File: config.mk
export PLATFORM = sky130hd
export DESIGN_NAME = sof_receive_flat
export DESIGN_NICKNAME = d
export VERILOG_FILES = /design/src/rtl/sof_receive_if.sv /design/src/rtl/sof_receive.sv /design/src/flat_wrapper.sv
export SDC_FILE = /design/constraint.sdc
export NUM_CORES = 1
export LEC_CHECK = 0
export ABC_AREA = 1
export BUFFER_PORTS_ARGS = -buffer_cell sky130_fd_sc_hd__buf_2
export CORE_MARGIN = 10
export CORE_UTILIZATION = 48
export DETAILED_ROUTE_END_ITERATION = 6
export PLACE_DENSITY = 0.85
export RECOVER_POWER = 25
export SYNTH_ARGS = -nofsm -noshare
export SYNTH_HDL_FRONTEND = slang
export SYNTH_SLANG_ARGS = --single-unit
File: constraint.sdc
create_clock -name clk -period 1.6 [get_ports clk]
set_clock_uncertainty 0.05 [all_clocks]
set_input_delay 0.24 -clock clk [delete_from_list [all_inputs] [get_ports clk]]
set_output_delay 0.24 -clock clk [all_outputs]
set_load 0.05 [all_outputs]
File: src/rtl/sof_receive_if.sv
// Packet-decoder / control-block side signals of the SOF receiver.
// frameNumErr is present only when SOF_FRAME_CHECK_EN is defined.
interface sof_receive_if;
    logic        SOFRxEnable;
    logic        fullSpeedRate;
    logic        RxPktValid;
    logic [3:0]  RxPID;
    logic [10:0] RxFrameNum;
    logic        RxCRCError;
    logic        RxBitStuffError;
    logic        missCountClr;
    logic [10:0] frameNum;
    logic        SOFRxed;
    logic        SOFMissed;
    logic        SOFLocked;
    logic [15:0] SOFTimer;
    logic [7:0]  SOFMissCount;
`ifdef SOF_FRAME_CHECK_EN
    logic        frameNumErr;
`endif

    modport master (
        output SOFRxEnable, fullSpeedRate, RxPktValid, RxPID, RxFrameNum,
               RxCRCError, RxBitStuffError, missCountClr,
`ifdef SOF_FRAME_CHECK_EN
        input  frameNumErr,
`endif
        input  frameNum, SOFRxed, SOFMissed, SOFLocked, SOFTimer, SOFMissCount
    );

    modport slave (
        input  SOFRxEnable, fullSpeedRate, RxPktValid, RxPID, RxFrameNum,
               RxCRCError, RxBitStuffError, missCountClr,
`ifdef SOF_FRAME_CHECK_EN
        output frameNumErr,
`endif
        output frameNum, SOFRxed, SOFMissed, SOFLocked, SOFTimer, SOFMissCount
    );
endinterface

File: src/rtl/sof_receive.sv
// Device-side SOF receiver: latches frame numbers, times frames, tracks lock and misses.
// Optional macro SOF_FRAME_CHECK_EN adds frame-number continuity checking (frameNumErr).
module sof_receive #(
    parameter logic [15:0] FRAME_TICKS = 16'd48000,
    parameter logic [15:0] TOL         = 16'd48,
    parameter int unsigned MAX_MISS    = 3
) (
    input logic          clk,
    input logic          rst,
    sof_receive_if.slave bus
);
    localparam logic [15:0] EARLY  = FRAME_TICKS - TOL;
    localparam logic [15:0] LATE   = FRAME_TICKS + TOL;
    localparam int unsigned MISS_W = $clog2(MAX_MISS + 1);

    typedef enum logic [1:0] {DISABLED, SEARCH, TRACK, LOCKED} state_e;

    state_e              state_q, state_d;
    logic [10:0]         frame_q, frame_d;
    logic [15:0]         timer_q, timer_d;
    logic                rxed_q, rxed_d;
    logic                missed_q, missed_d;
    logic                locked_q, locked_d;
    logic [7:0]          mcnt_q, mcnt_d;
    logic [MISS_W-1:0]   cons_q, cons_d;
`ifdef SOF_FRAME_CHECK_EN
    logic                err_q, err_d;
`endif

    logic                sof_valid, link_on, in_window, miss_event;
    logic [15:0]         timer_inc;
    logic [10:0]         frame_inc;
    logic [MISS_W-1:0]   cons_inc;

    assign sof_valid = bus.RxPktValid && (bus.RxPID == 4'h5)
                       && !bus.RxCRCError && !bus.RxBitStuffError;
    assign link_on   = bus.SOFRxEnable && bus.fullSpeedRate;
    assign timer_inc = (timer_q == 16'hFFFF) ? timer_q : timer_q + 16'd1;
    assign in_window = (timer_q >= EARLY) && (timer_q <= LATE);
    assign frame_inc = frame_q + 11'd1;
    assign cons_inc  = cons_q + MISS_W'(1);

    // Next-state and output logic; a disable always wins, then SOF, then timeouts.
    always_comb begin
        state_d    = state_q;
        frame_d    = frame_q;
        timer_d    = timer_inc;
        rxed_d     = 1'b0;
        missed_d   = 1'b0;
        mcnt_d     = mcnt_q;
        cons_d     = cons_q;
        miss_event = 1'b0;
`ifdef SOF_FRAME_CHECK_EN
        err_d      = 1'b0;
`endif
        if (!link_on) begin
            state_d = DISABLED;
            timer_d = '0;
            cons_d  = '0;
        end else if (state_q == DISABLED) begin
            state_d = SEARCH;
            timer_d = '0;
        end else if (sof_valid) begin
            rxed_d  = 1'b1;
            frame_d = bus.RxFrameNum;
            timer_d = '0;
            cons_d  = '0;
            unique case (state_q)
                SEARCH: state_d = TRACK;
                TRACK:  if (in_window) state_d = LOCKED;
                LOCKED: begin
                    if (timer_q < EARLY) begin
                        state_d = TRACK;
                    end
`ifdef SOF_FRAME_CHECK_EN
                    else if (bus.RxFrameNum != frame_inc) begin
                        err_d   = 1'b1;
                        state_d = TRACK;
                    end
`endif
                end
                default: state_d = state_q;
            endcase
        end else if ((state_q == TRACK) && (timer_q >= LATE)) begin
            state_d = SEARCH;
        end else if ((state_q == LOCKED) && (timer_q == LATE)) begin
            // Missed SOF: advance to the predicted frame, timer restarts at predicted start.
            miss_event = 1'b1;
            missed_d   = 1'b1;
            frame_d    = frame_inc;
            timer_d    = TOL;
            cons_d     = cons_inc;
            if (cons_inc == MISS_W'(MAX_MISS)) begin
                state_d = SEARCH;
                cons_d  = '0;
            end
        end

        if (bus.missCountClr) begin
            mcnt_d = {7'd0, miss_event};
        end else if (miss_event && (mcnt_q != 8'hFF)) begin
            mcnt_d = mcnt_q + 8'd1;
        end
        locked_d = (state_d == LOCKED);
    end

    always_ff @(posedge clk) begin
        if (!rst) begin
            state_q  <= DISABLED;
            frame_q  <= '0;
            timer_q  <= '0;
            rxed_q   <= 1'b0;
            missed_q <= 1'b0;
            locked_q <= 1'b0;
            mcnt_q   <= '0;
            cons_q   <= '0;
`ifdef SOF_FRAME_CHECK_EN
            err_q    <= 1'b0;
`endif
        end else begin
            state_q  <= state_d;
            frame_q  <= frame_d;
            timer_q  <= timer_d;
            rxed_q   <= rxed_d;
            missed_q <= missed_d;
            locked_q <= locked_d;
            mcnt_q   <= mcnt_d;
            cons_q   <= cons_d;
`ifdef SOF_FRAME_CHECK_EN
            err_q    <= err_d;
`endif
        end
    end

    assign bus.frameNum     = frame_q;
    assign bus.SOFRxed      = rxed_q;
    assign bus.SOFMissed    = missed_q;
    assign bus.SOFLocked    = locked_q;
    assign bus.SOFTimer     = timer_q;
    assign bus.SOFMissCount = mcnt_q;
`ifdef SOF_FRAME_CHECK_EN
    assign bus.frameNumErr  = err_q;
`endif

endmodule

File: src/flat_wrapper.sv
// flat-port wrapper written by rule: the top's interface ports become plain ports
module sof_receive_flat 
#(
    parameter logic [15:0] FRAME_TICKS = 16'd48000,
    parameter logic [15:0] TOL         = 16'd48,
    parameter int unsigned MAX_MISS    = 3
)
  (clk, rst, bus_SOFRxEnable, bus_fullSpeedRate, bus_RxPktValid, bus_RxPID, bus_RxFrameNum, bus_RxCRCError, bus_RxBitStuffError, bus_missCountClr, bus_frameNum, bus_SOFRxed, bus_SOFMissed, bus_SOFLocked, bus_SOFTimer, bus_SOFMissCount);
  sof_receive_if bus_i ();
  input logic clk;
  input logic rst;
  input wire logic [$bits(bus_i.SOFRxEnable)-1:0] bus_SOFRxEnable;
  input wire logic [$bits(bus_i.fullSpeedRate)-1:0] bus_fullSpeedRate;
  input wire logic [$bits(bus_i.RxPktValid)-1:0] bus_RxPktValid;
  input wire logic [$bits(bus_i.RxPID)-1:0] bus_RxPID;
  input wire logic [$bits(bus_i.RxFrameNum)-1:0] bus_RxFrameNum;
  input wire logic [$bits(bus_i.RxCRCError)-1:0] bus_RxCRCError;
  input wire logic [$bits(bus_i.RxBitStuffError)-1:0] bus_RxBitStuffError;
  input wire logic [$bits(bus_i.missCountClr)-1:0] bus_missCountClr;
  output wire logic [$bits(bus_i.frameNum)-1:0] bus_frameNum;
  output wire logic [$bits(bus_i.SOFRxed)-1:0] bus_SOFRxed;
  output wire logic [$bits(bus_i.SOFMissed)-1:0] bus_SOFMissed;
  output wire logic [$bits(bus_i.SOFLocked)-1:0] bus_SOFLocked;
  output wire logic [$bits(bus_i.SOFTimer)-1:0] bus_SOFTimer;
  output wire logic [$bits(bus_i.SOFMissCount)-1:0] bus_SOFMissCount;
  assign bus_i.SOFRxEnable = bus_SOFRxEnable;
  assign bus_i.fullSpeedRate = bus_fullSpeedRate;
  assign bus_i.RxPktValid = bus_RxPktValid;
  assign bus_i.RxPID = bus_RxPID;
  assign bus_i.RxFrameNum = bus_RxFrameNum;
  assign bus_i.RxCRCError = bus_RxCRCError;
  assign bus_i.RxBitStuffError = bus_RxBitStuffError;
  assign bus_i.missCountClr = bus_missCountClr;
  assign bus_frameNum = bus_i.frameNum;
  assign bus_SOFRxed = bus_i.SOFRxed;
  assign bus_SOFMissed = bus_i.SOFMissed;
  assign bus_SOFLocked = bus_i.SOFLocked;
  assign bus_SOFTimer = bus_i.SOFTimer;
  assign bus_SOFMissCount = bus_i.SOFMissCount;
  sof_receive #(.FRAME_TICKS(FRAME_TICKS), .TOL(TOL), .MAX_MISS(MAX_MISS)) u_core (.clk(clk), .rst(rst), .bus(bus_i));
endmodule
# After elaboration in Yosys (flattened, before gate mapping)
# Index checks and enable logic that the tools add are counted.
dict set report word_totals {
  register_bits 42
  latch_bits 0
  ram_bits 0
  rom_bits 0
  in_bits 23
  output_inout_bits 38
  memories 0
}
dict set report classes {
  add_sub_neg 4
  mul 0
  div_mod_pow 0
  order_cmp 4
  n_eq_ne 10
  n_shift 0
  muxes 27
  bitwise_logic 3
  reduce_logical 19
}
# cell n
set ops {}
lappend ops {{16-bit two-way mux} 3}
lappend ops {{11-bit two-way mux} 3}
lappend ops {{16-bit equality test, second input constant} 2}
lappend ops {{16-bit greater-or-equal comparator, second input constant} 2}
lappend ops {{2-bit two-way mux} 12}
lappend ops {{16-bit by 1-bit adder with 16-bit output, second input constant} 1}
lappend ops {{16-bit less-or-equal comparator, second input constant} 1}
lappend ops {{16-bit less-than comparator, second input constant} 1}
lappend ops {{11-bit by 1-bit adder with 11-bit output, second input constant} 1}
lappend ops {{8-bit by 1-bit adder with 8-bit output, second input constant} 1}
lappend ops {{2-bit equality test, second input constant} 4}
lappend ops {{1-bit logical AND} 8}
lappend ops {{1-bit two-way mux} 8}
lappend ops {{8-bit inequality test, second input constant} 1}
lappend ops {{2-bit one-hot mux with 3 select lines} 1}
lappend ops {{4-bit by 3-bit equality test with 1-bit output, second input constant} 1}
lappend ops {{4-bit AND reduction} 1}
lappend ops {{2-bit nonzero test} 2}
lappend ops {{4-bit OR reduction} 1}
lappend ops {{1-bit inverter} 3}
lappend ops {{3-bit AND reduction} 1}
lappend ops {{3-bit OR reduction} 1}
lappend ops {{2-bit by 1-bit adder with 2-bit output, second input constant} 1}
lappend ops {{2-bit by 1-bit equality test with 1-bit output, second input constant} 1}
lappend ops {{other kinds (5)} 6}

# Longest topological paths before layout
dict set report depth {
  word_depth 10
  ltp_mapped 11
  ltp_nobuf 11
}

# Worst setup path before layout
# Ideal clock, no wire load.
dict set report synth_path {
  path_kind {reg-to-reg}
  startpoint {register u_core.timer_q[1], in the netlist u_core.bus.SOFTimer[1]}
  endpoint {register u_core.timer_q[0], in the netlist u_core.bus.SOFTimer[0]}
  setup_ps 126
  arrival_time_ps 1935
  setup_slack_ps -511
  path_stages_with_launch 10
  n_path_buf 1
  synth_period_minus_slack_ps 2111
  path_cell_list {dfxtp_1 -> ha_1 -> nand3_1 -> nor3_4 -> inv_1 -> nor2_1 -> inv_1 -> buf_2 -> nor2_1 -> nor3_1}
}
dict set report synth_via {
  elab_chain_cells 4
  elab_cells_between_ends 8
}
# element line
set synth_rtl {}
lappend synth_rtl {{start: declaration} sof_receive.sv:20} ;# logic [15:0] timer_q, timer_d;
lappend synth_rtl {{start signal: assignment} sof_receive.sv:123} ;# timer_q <= timer_d;
lappend synth_rtl {{branches (longest 3 deep; another with 16-bit greater-or-equal comparator)} --}
lappend synth_rtl {{16-bit two-way mux *} sof_receive.sv:84} ;# end else if ((state_q == TRACK) && (timer_q >= LATE)) begin
# Mark *: on every way between the ends.
# A chain may end at the register's enable or synchronous reset.

# Worst setup path after layout
dict set report layout_path {
  startpoint {register u_core.timer_q[0], in the netlist u_core.bus.SOFTimer[0]}
  endpoint {register u_core.timer_q[3], in the netlist u_core.bus.SOFTimer[3]}
}
dict set report layout_via {
  elab_chain_cells 4
  elab_cells_between_ends 9
}
# element line
set layout_rtl {}
lappend layout_rtl {{16-bit by 1-bit adder with 16-bit output (tied with other cells)} sof_receive.sv:38} ;# assign timer_inc = (timer_q == 16'hFFFF) ? timer_q : timer_q + 16'd1;
lappend layout_rtl {{16-bit two-way mux / 1-bit logical AND (equally long branches)} {sof_receive.sv:38, sof_receive.sv:86}}
lappend layout_rtl {{16-bit two-way mux} sof_receive.sv:86} ;# end else if ((state_q == LOCKED) && (timer_q == LATE)) begin
lappend layout_rtl {{16-bit two-way mux *} sof_receive.sv:84}
# Mark *: on every way between the ends. The rest lies on a longest branch, timed or not.

==> metrics.md <==
| Metric | Value |
|---|---|
| IO Count | `just over 60` |
| Total Nets Final | `between 400 and 500` |
| Result of the run | `complete, no violations` |
| Count of vias placed by the detailed router | `between 2k and 3k` |
| Count of distinct cell types in the synthesized netlist | `33` |
| CTS tree | `done` |
| Cell with the largest stage delay on the worst path | `sky130_fd_sc_hd__dfxtp_4` |
| DIE WIDTH | `just over 90 µm` |
| Signal arrival time at the worst endpoint | `approximately 1.8 ns` |
| Final hold violations | `0` |
| Pins Over Slew Limit | `0` |
| CTS sink count | `between 40 and 50` |
| Global-route usage over all layers | `~16%` |
| Number of vias per cell | `around 5.2` |
| Pre-CTS worst setup slack | `-0.0323 ns` |
| Clock-pin slew reported for the worst setup and hold paths after clock tree synthesis | `0.08 ns` |
| Diode count | `0` |
| Detailed-route wire length | `around 7300 µm` |
| Antenna-violating nets left | `0` |
| #FFs+latches synth | `42` |
| Global route total overflow | `0` |
| Number of buffers created by CTS | `5` |
| Achievable Freq | `approximately 0.63 GHz` |
| Path category of the worst min-delay check | `in -> reg` |
| Dominant delay contributor by cell family on the critical path | `simple AND/OR/NAND/NOR gates` |
| Synthesized area per cell | `6.65 µm²` |
| Cells traversed along the worst timing path | `ha_4 -> nand3_4 -> nor3_4 -> nand3_2 -> nor2_4 -> nand2_2 -> nand2_1 -> nand3_1 -> a21oi_1` |
| Sw Ratio | `22.1%` |
| Final setup vio count | `0` |
| Clock period minus final worst setup slack | `1.60 ns` |
| Startpoint class of the critical path | `flip-flop` |
| Final instance count without filler cells | `540` |
| Fraction of layout cells with a size suffix above 1 | `38.1%` |
| Share of the yosys chip area belonging to registers | `between 30% and 40%` |
| Half-perimeter wire length of the detailed placement result | `around 5300 µm` |
| Worst relative slew slack | `slightly below 60%` |
| Endpoint class of the critical path | `flip-flop` |
| Initial core utilization | `49.0%` |
| Final routed DRC violation total | `0` |
| Setup repair after global routing missed its margin | `true` |
| Synthesis Warnings | `0` |
| Cell count after synthesis | `about 370` |
| Syn Std Cell Area | `2470 µm²` |
| Core Footprint | `around 5000 µm²` |
| Total power per unit cell area | `552 nW/µm²` |
| Fraction of post-synthesis cell area in the top cell type by area | `around 34%` |
| Wire length per cell after detailed routing | `~13 µm` |
| Worst Max-Slew Pin Slew | `~0.6 ns` |
| Bufs on Longest Clock Path | `2` |
| DRC violation total after the first TritonRoute iteration | `228` |
| Dominant cell type by area after synthesis | `sky130_fd_sc_hd__dfxtp_1` |
| Largest voltage drop on the vdd net | `between 0.3 and 0.4 mV` |
| Vias in the first global route | `2638` |
| Max Cap Viol | `0` |
| Buffers & Inverters on Critical Path | `0` |
| Clock tree root driver cell | `sky130_fd_sc_hd__clkbuf_8` |
| Crit Path Max Fanout | `5` |
| Final weighted congestion in routability-driven placement | `0.916` |
| Part of the total power dissipated in the clock network | `41.8%` |
| Final cell utilization of the core | `between 60% and 70%` |
| Layout overhead on the synthesized area | `41.2%` |
| Setup WS post-layout | `between 0.001 and 0.0015 ns` |
| Path type of the worst setup path | `reg -> reg` |
| Cell internal pwr | `approximately 1.5 mW` |
| Async S/R FF share, synth | `0%` |
| Switching Power | `427 µW` |
| Maximum level of the CTS H-tree | `2` |
| Skew-Pair Late Insertion Delay | `between 0.2 and 0.3 ns` |
| Die Footprint | `between 8000 and 9000 µm²` |
| Largest net degree at the start of global routing | `14` |
| Ranking of synthesized cells by instance count | `sky130_fd_sc_hd__nand2_1 (86), sky130_fd_sc_hd__nor2_1 (65), sky130_fd_sc_hd__dfxtp_1 (42), sky130_fd_sc_hd__inv_1 (42), sky130_fd_sc_hd__o21ai_0 (21)` |
| Fin crit share | `between 90% and 100%` |
| Seq pwr share | `approximately 53%` |
| Data required time of the worst path | `1.77 ns` |
| Inst Count DP | `about 530` |
| Number of optimization iterations in the first detailed-route pass | `4` |
| Post-synth net total | `399` |
| IO buf count | `60` |
| First-pass GRT wire length | `roughly 11000 µm` |
| Largest stage delay on the critical path | `0.39 ns` |
| Top cells by area in the synthesized netlist | `sky130_fd_sc_hd__dfxtp_1 (34%), sky130_fd_sc_hd__nand2_1 (13%), sky130_fd_sc_hd__nor2_1 (9.9%)` |
| Static power due to leakage | `around 1.5 nW` |
| Std cell rows | `26` |
| Most common cell in the synthesized netlist | `sky130_fd_sc_hd__nand2_1` |
| Top FF cell, synth | `sky130_fd_sc_hd__dfxtp_1` |
| Post-synth EDFFs | `0` |
| Vertical die dimension | `about 92 µm` |
| Antenna violations before repair | `0` |
| Combinational power share | `under 10%` |
## worst reg2reg max path: cells and delay by family (launching register included)
family	cells	cell delay, ns
AND/OR/NAND/NOR	7	0.82
adder cells (fa/ha/maj)	1	0.15
flip-flops	1	0.39
AO/OA/AOI/OAI	1	0.12
## flip-flops by register name (all words and copies together), names as in the netlist
signal                   cells
u_core.bus.SOFRxed           1
u_core.bus.SOFTimer         16
u_core.bus.SOFMissCount      8
u_core.state_q               2
u_core.bus.SOFMissed         1
u_core.bus.frameNum         11
u_core.cons_q                2
u_core.bus.SOFLocked         1
## kinds of logic after synthesis
logic type | Yosys count | share of synthesized area, %
DFF | 42 | 34.0
adders and majority gates | 4 | 2.02
buffers and inverters | 51 | 8.20
AOI/OAI and AO/OA | 50 | 11.0
and+or+nand+nor | 212 | 40.2
xor gates and xnor gates | 13 | 4.61
## placed cells by master, fill, tap and decap left out, drive strengths merged
master | netlist | layout
a31oi | 4 | 4
xnor2 | 6 | 6
or2 | 2 | 2
nor2 | 69 | 69
nand2 | 90 | 90
o21ai | 24 | 24
nand3b | 7 | 7
o21a | 1 | 1
nor4 | 2 | 2
buf | 4 | 83
nor3 | 11 | 11
nand4 | 7 | 7
inv | 45 | 44
a21oi | 17 | 17
a211oi | 2 | 2
dfxtp | 42 | 42
clkbuf | 2 | 19
xor2 | 7 | 7
nand3 | 23 | 24
clkinv | 0 | 2
ha | 4 | 4
o21bai | 2 | 2
nor3b | 1 | 1
## what timing repair did
action | 4_1_cts | 5_1_grt
gates resized for setup | 6 | 49
setup buffers | 0 | 4
hold buffers | 0 | 0
setup endpoints to repair | 17 | 37
pin swaps | 2 | 19
cloned | 0 | 2
## path summary, 6_finish.rpt
path / startpoint / endpoint / slack [ns] / cells after the start
worst max-delay path: u_core.bus.SOFTimer[0] / u_core.bus.SOFTimer[3] / 0.001 / 9
worst min register to register: u_core.bus.SOFMissCount[1] / u_core.bus.SOFMissCount[1] / 0.45 / 2
worst max register to register: u_core.bus.SOFTimer[0] / u_core.bus.SOFTimer[3] / 0.001 / 9
worst min-delay path: bus_missCountClr / u_core.bus.SOFMissCount[0] / 0.20 / 4
## per-layer routing
metal	vias to the layer above	track usage, %	part of all wire [%]
met4	0	4.37	1.7
li1	1398	-	-
met2	97	27.5	49
met5	-	0	0
met3	15	3.42	6.4
met1	1286	19.1	43
## layout make-up
| type | count | area [µm²] |
|---|---|---|
| clock buffer | 8 | 110 |
| fill | 399 | 1550 |
| inverter | 45 | 179 |
| multi-input combinational | 280 | 1640 |
| sequential | 42 | 908 |
| tap | 70 | 87.6 |
| timing repair buffer | 94 | 563 |
| timing repair inverter | 1 | 5.00 |
## per-stage QoR
step / cell area, µm² / total power, mW / setup TNS [ns] / hold WS [ns]
3_5_place_dp: 3190 / 1.14 / -0.128 / 0.440
2_1_floorplan: 2610 / 1.09 / -0.312 / 0.341
3_3_place_gp: 3190 / 1.14 / 0 / 0.423
4_1_cts: 3310 / 1.92 / -0.00436 / 0.191
6_report: 3490 / 1.93 / 0 / 0.197
5_1_grt: 3490 / 1.97 / -2.15 / 0.234
## power groups by stage
| stage | sequential, mW | clock (mW) | combinational (mW) |
|---|---|---|---|
| after global routing | 1.03 | 0.840 | 0.105 |
| after global placement | 1.05 | 0 | 0.0844 |
| final | 1.03 | 0.807 | 0.0944 |
| after CTS | 1.03 | 0.811 | 0.0874 |
| after detailed placement | 1.05 | 0 | 0.0867 |
| after floorplan | 1.06 | 0 | 0.0356 |
No activity file was read; power rests on OpenSTA's default activity.
